`config.mk`:
```
export PLATFORM = sky130hd
export DESIGN_NAME = md_arbiter
export DESIGN_NICKNAME = d
export VERILOG_FILES = /design/src/rtl/md_arbiter.sv
export SDC_FILE = /design/constraint.sdc
export NUM_CORES = 1
export LEC_CHECK = 0
export ABC_AREA = 0
export CORE_MARGIN = 10
export CORE_UTILIZATION = 40
export DETAILED_ROUTE_END_ITERATION = 10
export GPL_TIMING_DRIVEN = 0
export PLACE_DENSITY = 0.91
export SLEW_MARGIN = 30
export SYNTH_ARGS = -nofsm -noshare
export SYNTH_HDL_FRONTEND = slang
export SYNTH_SLANG_ARGS = --single-unit
```
`constraint.sdc`:
```
create_clock -name clk -period 5.6 [get_ports clk]
set_input_delay 1.12 -clock clk [delete_from_list [all_inputs] [get_ports clk]]
set_output_delay 1.12 -clock clk [all_outputs]
set_load 0.02 [all_outputs]
```
`src/rtl/md_arbiter.sv`:
```
// md_arbiter: round-robin arbiter and sequencer sharing one multiply/divide
// unit (HI/LO) between two requesters. One operation is in flight at a time.
// It drives the MD start/way/HIw/LOw controls, waits out the busy period and
// returns a one-cycle response to the requester that issued the operation.
//
// Ports
//   clk, reset               clock (rising edge), async active-high reset
//   reqN_valid/op/a/b        request N (N=0,1); held stable until accepted
//   reqN_ready               accept strobe, combinational, IDLE only
//   respN_valid/data         one-cycle completion pulse and result to owner
//   md_start/way/w1/w2       MD start, operation select and operands
//   md_hiw/md_low            MD HI/LO write strobes (mthi/mtlo)
//   md_busy, md_hi, md_lo    MD status and result registers
//   err                      sticky watchdog flag
//
// state  | meaning
// IDLE   | arbitrate, accept one request, latch op/a/b/owner
// ISSUE  | one cycle: drive MD controls, finish mt*/mf* immediately
// WAIT   | arithmetic op running; leave when md_busy drops or watchdog expires
// RESP   | response pulse to owner visible; hand priority to the other side

module md_arbiter #(
   parameter int unsigned WDOG = 16
) (
   input  logic        clk,
   input  logic        reset,
   input  logic        req0_valid,
   input  logic [2:0]  req0_op,
   input  logic [31:0] req0_a,
   input  logic [31:0] req0_b,
   input  logic        req1_valid,
   input  logic [2:0]  req1_op,
   input  logic [31:0] req1_a,
   input  logic [31:0] req1_b,
   output logic        req0_ready,
   output logic        req1_ready,
   output logic        resp0_valid,
   output logic [31:0] resp0_data,
   output logic        resp1_valid,
   output logic [31:0] resp1_data,
   output logic        md_start,
   output logic [2:0]  md_way,
   output logic [31:0] md_w1,
   output logic [31:0] md_w2,
   output logic        md_hiw,
   output logic        md_low,
   input  logic        md_busy,
   input  logic [31:0] md_hi,
   input  logic [31:0] md_lo,
   output logic        err
);

   localparam logic [2:0] OP_MFLO = 3'd0;
   localparam logic [2:0] OP_DIVU = 3'd4;
   localparam logic [2:0] OP_MTHI = 3'd5;
   localparam logic [2:0] OP_MTLO = 3'd6;
   localparam logic [2:0] OP_MFHI = 3'd7;

   // Watchdog down-counter is loaded with WDOG-1 so that terminal count
   // (zero) is reached in the WDOG-th WAIT cycle.
   localparam logic [7:0] WD_LOAD = 8'(WDOG - 1);

   typedef enum logic [1:0] {S_IDLE, S_ISSUE, S_WAIT, S_RESP} state_t;

   state_t      state_q;
   logic        owner_q;
   logic        rr_q;
   logic [2:0]  op_q;
   logic [7:0]  wd_q;
   logic        err_q;
   logic        md_start_q, md_hiw_q, md_low_q;
   logic [2:0]  md_way_q;
   logic [31:0] md_w1_q, md_w2_q;
   logic        resp0_valid_q, resp1_valid_q;
   logic [31:0] resp0_data_q, resp1_data_q;

   logic        grant1_d;
   logic        accept_d;
   logic [2:0]  op_d;
   logic [31:0] a_d, b_d;
   logic        arith_d;
   logic        resp_fire_d;
   logic [31:0] resp_val_d;
   logic        wd_expire_d;

   // Requester 1 wins when it is alone or when both are valid and rr points at it.
   assign grant1_d = req1_valid && (!req0_valid || rr_q);
   assign accept_d = (state_q == S_IDLE) && !reset && (req0_valid || req1_valid);
   assign req0_ready = accept_d && !grant1_d;
   assign req1_ready = accept_d && grant1_d;

   assign op_d    = grant1_d ? req1_op : req0_op;
   assign a_d     = grant1_d ? req1_a  : req0_a;
   assign b_d     = grant1_d ? req1_b  : req0_b;
   assign arith_d = (op_d != OP_MFLO) && (op_d <= OP_DIVU);

   always_comb begin
      resp_fire_d = 1'b0;
      resp_val_d  = '0;
      wd_expire_d = 1'b0;
      case (state_q)
         S_ISSUE: begin
            case (op_q)
               OP_MFHI: begin resp_fire_d = 1'b1; resp_val_d = md_hi; end
               OP_MFLO: begin resp_fire_d = 1'b1; resp_val_d = md_lo; end
               OP_MTHI, OP_MTLO: resp_fire_d = 1'b1;
               default: resp_fire_d = 1'b0;
            endcase
         end
         S_WAIT: begin
            if (!md_busy) begin
               resp_fire_d = 1'b1;
               resp_val_d  = md_lo;
            end else if (wd_q == 8'd0) begin
               resp_fire_d = 1'b1;
               resp_val_d  = 32'hFFFF_FFFF;
               wd_expire_d = 1'b1;
            end
         end
         default: ;
      endcase
   end

   always_ff @(posedge clk or posedge reset) begin
      if (reset) begin
         state_q       <= S_IDLE;
         owner_q       <= 1'b0;
         rr_q          <= 1'b0;
         op_q          <= '0;
         wd_q          <= '0;
         err_q         <= 1'b0;
         md_start_q    <= 1'b0;
         md_hiw_q      <= 1'b0;
         md_low_q      <= 1'b0;
         md_way_q      <= '0;
         md_w1_q       <= '0;
         md_w2_q       <= '0;
         resp0_valid_q <= 1'b0;
         resp1_valid_q <= 1'b0;
         resp0_data_q  <= '0;
         resp1_data_q  <= '0;
      end else begin
         // MD controls and response strobes are single-cycle pulses.
         md_start_q    <= 1'b0;
         md_hiw_q      <= 1'b0;
         md_low_q      <= 1'b0;
         md_way_q      <= '0;
         md_w1_q       <= '0;
         md_w2_q       <= '0;
         resp0_valid_q <= 1'b0;
         resp1_valid_q <= 1'b0;

         if (resp_fire_d) begin
            if (owner_q) begin
               resp1_valid_q <= 1'b1;
               resp1_data_q  <= resp_val_d;
            end else begin
               resp0_valid_q <= 1'b1;
               resp0_data_q  <= resp_val_d;
            end
         end
         if (wd_expire_d) err_q <= 1'b1;

         case (state_q)
            S_IDLE: begin
               if (accept_d) begin
                  owner_q    <= grant1_d;
                  op_q       <= op_d;
                  md_w1_q    <= a_d;
                  md_w2_q    <= b_d;
                  md_start_q <= arith_d;
                  md_way_q   <= arith_d ? op_d : 3'd0;
                  md_hiw_q   <= (op_d == OP_MTHI);
                  md_low_q   <= (op_d == OP_MTLO);
                  state_q    <= S_ISSUE;
               end
            end
            S_ISSUE: begin
               if (resp_fire_d) begin
                  state_q <= S_RESP;
               end else begin
                  wd_q    <= WD_LOAD;
                  state_q <= S_WAIT;
               end
            end
            S_WAIT: begin
               if (resp_fire_d) state_q <= S_RESP;
               else             wd_q    <= wd_q - 8'd1;
            end
            S_RESP: begin
               rr_q    <= ~owner_q;
               state_q <= S_IDLE;
            end
            default: state_q <= S_IDLE;
         endcase
      end
   end

   assign resp0_valid = resp0_valid_q;
   assign resp1_valid = resp1_valid_q;
   assign resp0_data  = resp0_data_q;
   assign resp1_data  = resp1_data_q;
   assign md_start    = md_start_q;
   assign md_way      = md_way_q;
   assign md_w1       = md_w1_q;
   assign md_w2       = md_w2_q;
   assign md_hiw      = md_hiw_q;
   assign md_low      = md_low_q;
   assign err         = err_q;

endmodule

```
# After elaboration in Yosys (flattened, before gate mapping)
# Cells that the tools add are included.
[word_totals] reg_bits=152 inputBits=203 out_inout_bits=139 wordCells=90
[classes] addsub=1 order_cmp=1 n_eq_ne=12 mux=37 bitwise=1 n_reduce_logical=22
[op_table] cell="$mux 32" count=8
[op_table] cell="$pmux 32 s2" count=2
[op_table] cell="$mux 1" count=16
[op_table] cell="$mux 8" count=2
[op_table] cell="$pmux 8 s2" count=1
[op_table] cell="$eq 3x3->1 const B" count=5
[op_table] cell="$mux 3" count=4
[op_table] cell="$logic_not 8->1" count=1
[op_table] cell="$ne 2x2->1 const B" count=4
[op_table] cell="$pmux 2 s4" count=1
[op_table] cell="$reduce_and 2->1" count=4
[op_table] cell="$sub 8x1->8 const B" count=1
[op_table] cell="$logic_and 1x1->1" count=6
[op_table] cell="$eq 2x2->1 const B" count=2
[op_table] cell="$mux 2" count=2
[op_table] cell="$reduce_or 4->1" count=1
[op_table] cell="$le 3x3->1 const B" count=1
[op_table] cell="$logic_not 1->1" count=3
[op_table] cell="$logic_not 3->1" count=1
[op_table] cell="$reduce_and 3->1" count=1
[op_table] cell="$reduce_bool 3->1" count=1
[op_table] cell="$eq 2x1->1 const B" count=1
[op_table] cell="$logic_not 2->1" count=1
[op_table] cell="$logic_or 1x1->1" count=2
[op_table] cell="3 further kinds" count=3

# Logic depth before layout (Yosys ltp)
# Gate-level depths: netlist (run 1).
[logic_depth] depth_word=9 mapped_depth=10 mapped_depth_nobuf=7

# Least setup slack after synthesis (run 1)
# No wires, ideal clock.
[synth_path] kind="input to output" from="in req0_valid" to="out req1_ready" arrival_time_ns=1.997 required_time_ns=4.480 path_slack_ns=2.483 path_stages=4 n_path_buf=1 path_cell_list="inv_1 -> o21ai_1 -> clkbuf_1 -> nor2_1"
[synth_between] elab_chain_len=4
[synth_rtl] element="start, declared" line_no="27" text="input logic req0_valid,"
[synth_rtl] element="$logic_not 1->1" line_no="87" text="assign grant1_d = req1_valid && (!req0_valid || rr_q);"
[synth_rtl] element="$logic_or 1x1->1" line_no="87"
[synth_rtl] element="$logic_and 1x1->1" line_no="87"
[synth_rtl] element="$logic_and 1x1->1 *" line_no="90" text="assign req1_ready = accept_d && grant1_d;"
[synth_rtl] element="end, declared" line_no="36" text="output logic req1_ready,"
# Mark *: on every way between the ends. The rest lies on a longest branch, timed or not.

# Final worst setup path (run 1)
# Same ends and word-level chain as after synthesis.

==> flow_summary.json, run 1 <==
{
  "die_h_um": 151,
  "max-cap-violations": 0,
  "cp.arrival_ps": 3520,
  "clock-skew-final_ps": 10.4,
  "fin_crit_sh_pct": 82.8,
  "worst_slew_pin_slew_ps": 879,
  "placedCellCount": 1326,
  "cts_setup_buffers": 0,
  "syn-cell-area_um2": 6860,
  "start_util_pct": 41.1,
  "ir_drop_mv": 0.254,
  "tns_ps": 0,
  "maxSlewViolCount": 0,
  "start_kind": "input pin",
  "numCtsBuffers": 17,
  "final_cells": 1360,
  "whs_path_depth": 2,
  "avgSynthCellArea_um2": 8.97,
  "core_region_area_um2": 16700,
  "synth_nets": 974,
  "hold_violations": 0,
  "cts_resized": 0,
  "drive_gt1_share_pct": 5.89,
  "reg2regPathDepth": 6,
  "synth-seq-cells": 152,
  "p_per_area_nw_per_um2": 462,
  "max-clock-path-buffers": 2,
  "async_reset_ff_share_pct": 100,
  "grt_pass1_wl_um": 41700,
  "avgRoutedWirePerCell_um": 20.8,
  "root_buffer": "clkbuf_16",
  "synth_edf_count": 0,
  "worstReg2RegStart": "rr_q",
  "hold_path_class": "reg2reg",
  "status": "completed",
  "synth_ff_type": "dfrtp_1",
  "synth_top_area_share_pct": 55.4,
  "preCtsSetupSlack_ps": 949,
  "cts_max_level": 4,
  "slew_headroom_pct": 41.0,
  "antenna_found_initial": 3,
  "fin_util_pct": 66.6,
  "portBuffers": 340,
  "finalSetupViolCount": 0,
  "final_nets": 1334,
  "firstDrtPassIters": 5,
  "grt_util_all_layers_pct": 23.9,
  "ys_warn_count": 0,
  "finalWorstSetupSlack_ps": 961,
  "gp_congestion": 0.931,
  "min-delay-start": "resp1_data[31]",
  "worstHoldEndpoint": "resp1_data[31]",
  "r2r_slack_ps": 3160,
  "route.detailed.drc": 0,
  "ys_seq_area_share_pct": 55.4,
  "synth_cell_types": 46,
  "wirelength_um": 28300,
  "drt_iter0_drc": 406,
  "synth_common_cells": "171 x nand2_1, 152 x dfrtp_1, 119 x a21oi_1",
  "hold_buffers": 0,
  "synth_top_area_cell": "dfrtp_1",
  "period_needed_ps": 4640,
  "die_x_um": 151,
  "synth_cells": 765,
  "pin_count": 342,
  "route.antenna.remaining_nets": 0,
  "vias": 7168,
  "grt_pass1_vias": 7483,
  "finalPower_mw": 5.14,
  "yosysMostFrequentCell": "nand2_1",
  "whs_ps": 479,
  "clkSinkCount": 152,
  "placed_cell_area_um2": 10600,
  "worstSetupPathType": "in2out",
  "dieArea_um2": 22800,
  "syn_to_final_growth_pct": 62.1,
  "postLayoutCellArea_um2": 11100,
  "grt_start_max_net_pins": 83,
  "worstPathMaxFanout": 10,
  "clk_pin_slew_worst_paths_ps": 60,
  "rsz0062_at_grt": "false",
  "rows": 47,
  "cp.required_ps": 4480,
  "hpwl_um": 22100,
  "fmax_ghz": 0.216,
  "r2r-end": "md_way[0]",
  "avgViaCountPerCell": 5.27,
  "overflow": 0,
  "end_kind": "output port",
  "synth_area_leaders": "dfrtp_1 55%, nand2_1 9.4%, a21oi_1 8.7%",
  "fillers": 1304,
  "p_leak_nw": 4.81,
  "clock_latency_ps": 420,
  "cts_tree": "yes"
}
[report_power, final]
part / internal [mW] / total (mW) / switching (mW)
clock network: 0.589 / 1.05 / 0.461
logic: 1.06 / 2.48 / 1.41
registers: 1.43 / 1.61 / 0.184
total: 3.08 / 5.14 / 2.06
[cell type report]
cell class | instances | area, um^2 | share of cell area, %
Sequential cell | 152 | 3800 | 34.2
Timing Repair Buffer | 341 | 3430 | 30.8
Multi-Input combinational cell | 546 | 2760 | 24.9
Tap cell | 220 | 275 | 2.47
Buffer | 56 | 259 | 2.33
Antenna cell | 2 | 5.00 | 0.0450
Clock inverter | 11 | 75.1 | 0.675
Inverter | 11 | 48.8 | 0.439
Clock buffer | 21 | 460 | 4.14
[how the worst max path moves through the flow]
| stage | startpoint | to | slack [ps] | cells after the start |
|---|---|---|---|---|
| final | req0_valid | req1_ready | 960 | 6 |
| after floorplan | reset | err | 390 | 1 |
| after global routing | req0_valid | req1_ready | 800 | 6 |
| after CTS | req0_valid | req1_ready | 930 | 6 |
| after detailed placement | req0_valid | req1_ready | 950 | 6 |
| after global placement | reset | resp1_data[2] | -1740 | 2 |
[layout by cell type (no fill, tap or decap), drive strengths merged, types with 3 or more instances in the layout]
cell type,instances
a21oi,136
a22o,32
buf,17
clkbuf,61
clkdlybuf4s50,340
clkinv,8
dfrtp,152
ha,6
inv,12
mux2i,3
nand2,171
nand2b,4
nand3b,4
nor2,107
nor3,6
o21a,3
o21ai,40
[sequential cells by signal, indices dropped and copies added, names as in the netlist]
name         count
owner_q          1
md_w1           32
md_w2           32
resp0_data      32
resp1_valid      1
state_q          2
resp0_valid      1
op_q             3
md_low           1
wd_q             8
rr_q             1
err              1
resp1_data      32
md_hiw           1
md_start         1
md_way           3
[kinds of logic after synthesis]
| family | share of synthesized area (%) |
|---|---|
| simple gates | 17.8 |
| compound gates | 20.5 |
| flops | 55.4 |
| buf+inv | 4.38 |
| fa+ha+maj | 1.09 |
| mux | 0.602 |
| xor+xnor | 0.255 |
[per-layer routing]
layer	GRT usage, %	wire length (um)	up-vias	share of wire (%)
met2	41.2	14000	373	50
met3	11.1	3730	49	13
met1	24.9	9750	3431	34
met4	8.90	820	2	2.9
li1	-	-	3313	-
met5	0	13	-	0.046
[critical path, stage by stage]
cell and delay, ps:
clkdlybuf4s50_1 470, inv_1 50, o21ai_1 690, clkbuf_1 460, nor2_1 130, clkdlybuf4s50_1 590
Note: power is estimated with default switching activity, not from simulation.
==> run 2: changes to the inputs <==
==> constraint.sdc (replaced) <==
create_clock -name clk -period 4.85 [get_ports clk]
set_input_delay 0.97 -clock clk [delete_from_list [all_inputs] [get_ports clk]]
set_output_delay 0.97 -clock clk [all_outputs]
set_load 0.02 [all_outputs]
==> flow_summary.json, run 2 (synthesis gave the netlist of run 1 again) <==
{
  "drt_iter0_drc": 466,
  "firstDrtPassIters": 5,
  "crit_top_cell": "clkdlybuf4s50_1",
  "clk_pin_slew_worst_paths_ps": 60,
  "min-delay-start": "resp1_data[29]",
  "worst-path-buf-inv": 4,
  "portBuffers": 340,
  "pin_count": 342,
  "period_needed_ps": 4370,
  "die_h_um": 151,
  "clock_latency_ps": 420,
  "finalSetupViolCount": 0,
  "hold_violations": 0,
  "worstHoldEndpoint": "resp1_data[29]",
  "antenna_found_initial": 2,
  "grt_util_all_layers_pct": 24.2,
  "core_region_area_um2": 16700,
  "cts_resized": 0,
  "crit_family": "buffers and inverters",
  "cp_slowest_cell": "o21ai_1",
  "drive_gt1_share_pct": 6.13,
  "tns_ps": 0,
  "clock-skew-final_ps": 9.31,
  "syn_to_final_growth_pct": 64.7,
  "overflow": 0,
  "worstReg2RegStart": "rr_q",
  "maxSlewViolCount": 0,
  "grt_pass1_wl_um": 42200,
  "start_util_pct": 41.1,
  "cts_tree": "yes",
  "vias": 7093,
  "gp_congestion": 0.893,
  "start_kind": "input pin",
  "p_leak_nw": 4.88,
  "fin_crit_sh_pct": 90.0,
  "ir_drop_mv": 0.284,
  "hpwl_um": 22800,
  "root_buffer": "clkbuf_16",
  "worst_slew_pin_slew_ps": 881,
  "hold_path_class": "reg2reg",
  "p_per_area_nw_per_um2": 546,
  "hold_buffers": 0,
  "r2r_slack_ps": 2410,
  "max-clock-path-buffers": 2,
  "cp.arrival_ps": 3400,
  "die_x_um": 151,
  "finalPower_mw": 6.17,
  "preCtsSetupSlack_ps": 516,
  "avgRoutedWirePerCell_um": 20.9,
  "slew_headroom_pct": 40.8,
  "grt_pass1_vias": 7452,
  "mostFrequentLayoutCell": "clkdlybuf4s50_1",
  "finalWorstSetupSlack_ps": 484,
  "max-cap-violations": 0,
  "worstSetupPathType": "in2out",
  "wirelength_um": 28500,
  "path_cells": "clkdlybuf4s50_1 > inv_1 > o21ai_1 > clkbuf_1 > nor2_1 > clkdlybuf4s50_1",
  "dieArea_um2": 22800,
  "clkSinkCount": 152,
  "fillers": 1283,
  "final_nets": 1338,
  "numCtsBuffers": 17,
  "cts_setup_buffers": 0,
  "worstSetupStartpoint": "req0_valid",
  "rows": 47,
  "end_kind": "output port",
  "whs_path_depth": 2,
  "cts_max_level": 4,
  "route.antenna.remaining_nets": 0,
  "cp.required_ps": 3880,
  "r2r-end": "md_way[0]",
  "fmax_ghz": 0.229,
  "rsz0062_at_grt": "false",
  "grt_start_max_net_pins": 32,
  "worstPathMaxFanout": 10,
  "reg2regPathDepth": 6,
  "fin_util_pct": 67.7,
  "worst_path_largest_cell_delay_ps": 670,
  "status": "completed",
  "route.detailed.drc": 0,
  "final_cell_mix": "340 x clkdlybuf4s50_1, 171 x nand2_1, 152 x dfrtp_1",
  "avgViaCountPerCell": 5.20
}
-- run 2: how the worst max path moves through the flow --
| stage | end | cells past startpoint |
|---|---|---|
| after floorplan | err | 1 |
| after global placement | req1_ready | 6 |
| after detailed placement | req1_ready | 6 |
| after CTS | req1_ready | 6 |
| after global routing | req1_ready | 6 |
| final | req1_ready | 6 |
-- run 2: worst min-delay path, stage by stage (launching register included) --
cell     delay, ps
dfrtp_1        340
nand2_1         40
o21ai_0         60
-- run 2: final cells by class --
| class | instances | area (um^2) | area share, % |
|---|---|---|---|
| multi-input cells | 546 | 2760 | 24.4 |
| well taps | 220 | 275 | 2.43 |
| flip-flops and latches | 152 | 3800 | 33.6 |
| clock buffers | 19 | 443 | 3.92 |
| inverters | 11 | 45.0 | 0.398 |
| clock inverters | 12 | 200 | 1.77 |
| repair buffers | 345 | 3510 | 31.1 |
| diodes | 4 | 10.0 | 0.0885 |
| plain buffers | 56 | 259 | 2.29 |
-- run 2: report_power, final --
| group | switching [mW] | leakage, nW | internal [mW] |
|---|---|---|---|
| registers | 0.214 | 1.97 | 1.65 |
| clock network | 0.525 | 0.305 | 0.923 |
| logic | 1.62 | 2.61 | 1.23 |
-- run 2: per-layer routing --
layer | wire length (um) | vias to the layer above | track usage (%) | part of all wire (%)
li1 | - | 3318 | - | -
met1 | 10000 | 3357 | 25.8 | 35
met2 | 14100 | 367 | 40.9 | 49
met3 | 3610 | 51 | 10.9 | 13
met4 | 844 | 0 | 9.87 | 3.0
met5 | 0 | - | 0 | 0
-- run 2: through the flow --
step / instance area, um^2 / std cells / hold slack [ps]
5_1_grt: 11300 / 1363 / 509
2_1_floorplan: 6870 / 765 / 480
3_3_place_gp: 10500 / 1325 / 461
3_5_place_dp: 10700 / 1330 / 472
6_report: 11300 / 1365 / 480
4_1_cts: 11300 / 1361 / 485
==> RTL edit: new RTL, settings of run 2 <==
Encoding of `state_t`: now one-hot (4 bits for 4 states).
--- a/src/rtl/md_arbiter.sv
+++ b/src/rtl/md_arbiter.sv
@@ -61,5 +61,5 @@
    localparam logic [7:0] WD_LOAD = 8'(WDOG - 1);
 
-   typedef enum logic [1:0] {S_IDLE, S_ISSUE, S_WAIT, S_RESP} state_t;
+   typedef enum logic [3:0] {S_IDLE = 4'b0001, S_ISSUE = 4'b0010, S_WAIT = 4'b0100, S_RESP = 4'b1000} state_t;
 
    state_t      state_q;
Function: no difference found for any inputs over 4 cycles, from zero or initial values and one cycle with reset high; so few cycles prove little.
==> RTL edit against run 2 <==
- maximum frequency up 3.3%
- final area down 1.1%
- combinational power decreased by 25%
- routed wire length decreased by 3.5%
- power decreased by 13%
- worst setup slack improved by 140 ps
- sequential cell count grew 2
- via count fell by 11%
- area after synthesis down 1.8%
- global-route usage shrank 0.60 points
==> RTL edit: results (changes against run 2) <==
** Place
- The count of buffers from port buffering is 341 (was 340).
- The routability congestion estimate from global placement was 0.904 (was 0.893).
- The placed wire-length estimate after detailed placement was 21400 µm (was 22800 µm).

** CTS
- The post-cts resize count is 0 (unchanged).
- Cell at the root of the clock tree :: clkbuf_16 (unchanged)
- The clock latency on the worst-skew pair is 420 ps (about the same).
- Buffers from clock root to sink, at most :: 2 (unchanged)
- The number of buffers inserted by post-CTS setup repair was 0 (unchanged).
- Clock slew at the register clock pins of the worst setup and hold paths :: 60 ps (about the same)
- The clock buffer count from CTS is 17 (unchanged).
- The number of H-tree levels came to 4 (unchanged).

** Yosys
- The sequential-to-total area share from yosys stat came to 57.2% (was 55.4%).
- Top post-synthesis cells by count :: dfrtp_1, a22o_1, a22oi_1 (was nand2_1, dfrtp_1, a21oi_1)
- The number of distinct standard cells referenced by the synthesized netlist was 53 (was 46).
- The number of warnings printed during yosys synthesis came to 0 (unchanged).
- The fraction of registers with async set or reset after synthesis came to 100% (unchanged).
- Largest cells by area after synthesis :: dfrtp_1, mux2_2, a22o_1 (was dfrtp_1, nand2_1, a21oi_1)
- Post-synth net total :: 728 (was 974)

** Power and ir drop
- Largest voltage drop on the vdd net :: 0.000232 V (was 0.000284 V)
- Sw frac :: 34.7% (was 38.3%)
- The static leakage was 4.72 nW (was 4.88 nW).

** Cells and area
- Number of filler instances in the final layout :: 1196 (was 1283)
- The final-stage net count came to 1093 (was 1338).
- Fraction of layout instances using a drive strength above 1 :: 13.2% (was 6.13%)

** Setup path
- Worst Path Required :: 3880 ps (about the same)
- The highest fanout seen on the critical path was 10 (unchanged).
- The number of cell instances on the worst register-to-register path was 7 (was 6).

** Timing
- The slew of the pin with the lowest slew margin came to 715 ps (was 881 ps).
- Clock tree skew after final layout :: 6.42 ps (was 9.31 ps)

** Route
- The remaining number of nets flagged by the antenna check after routing was 0 (unchanged).
- Number of optimization iterations in the first detailed-route pass :: 6 (was 5)
- Drt first-iter violations :: 399 (was 466)
- The total wire length is 27500 µm (was 28500 µm).
- The via total after detailed routing was 6290 (was 7093).

** Global route
- Vias in the first global route :: 6806 (was 7452)
- The largest net degree at the start of global routing is 32 (unchanged).
- Number of antenna violations at the first check in global routing :: 5 (was 2)
- Global Route Usage Sum :: 23.6% (was 24.2%)
- First-pass GRT wire length :: 40700 µm (was 42200 µm)
- Total gr overflow :: 0 (unchanged)

** Outcome
- Run status :: finished clean (unchanged)

** Worst hold path
- Worst hold path depth :: 1 (was 2)
- The worst hold path class is reg2reg (unchanged).
[RTL edit: cell count changes after synthesis, moves of 11 or more]
cell	change
nor2_1	-100
o21ai_0	-33
a22o_1	+32
mux2_1	+11
a21oi_2	-17
nand2_1	-163
a22oi_1	+63
clkbuf_1	-14
a21oi_1	-114
o22ai_1	+34
mux2_2	+52
[RTL edit: power by group through the flow]
stage,Sequential [mW],Clock (mW),Combinational [mW]
6_report,1.83,1.41,2.15
5_1_grt,1.86,1.48,2.28
3_5_place_dp,1.85,0,2.14
3_3_place_gp,1.82,0,2.10
2_1_floorplan,2.18,0,0.711
4_1_cts,1.82,1.43,2.16
[RTL edit: final cells by class]
class / instances / share of cell area (%)
Antenna cell: 5 / 0.112
Buffer: 46 / 2.14
Clock buffer: 20 / 4.17
Clock inverter: 12 / 1.45
Inverter: 12 / 0.436
Multi-Input combinational cell: 311 / 23.3
Sequential cell: 154 / 34.5
Tap cell: 220 / 2.46
Timing Repair Buffer: 346 / 31.5
[RTL edit: cells by family after synthesis]
kind of cell	Yosys count	share of synthesized area, %
simple gates	46	4.57
compound gates	193	22.1
buf+inv	58	4.21
mux	68	11.3
flops	154	57.2
fa+ha+maj	2	0.371
xor+xnor	2	0.260
[RTL edit: path summary, 6_finish.rpt]
check / startpoint / to / slack (ps)
max: reset / req1_ready / 620
min: resp1_data[13] / resp1_data[13] / 490
max reg2reg: wd_q[0] / resp1_data[5] / 2130
min reg2reg: resp1_data[13] / resp1_data[13] / 490
max in group asynchronous: reset / resp0_data[21] / 3040
min in group asynchronous: reset / md_way[0] / 1020
[RTL edit: layer usage]
layer	wire [µm]	track usage (%)	vias up
met5	0	0	-
met2	14100	40.9	363
met4	586	8.11	0
li1	-	-	2785
met3	2960	9.96	41
met1	9890	25.3	3101
[RTL edit: critical path, cell delays in order]
cell and delay, ps:
clkdlybuf4s50_1 460, nor4_1 280, nand2_1 140, nor2_1 170
clkbuf_1 470, clkdlybuf4s50_1 760
[RTL edit: through the flow]
step           area (µm²)  setup slack (ps)  power [mW]  instances
2_1_floorplan        6740              1940        2.89        523
3_3_place_gp        10400               633        3.92       1084
3_5_place_dp        10500               640        3.99       1089
4_1_cts             11200               614        5.41       1121
5_1_grt             11200               459        5.62       1126
6_report            11200               623        5.38       1126
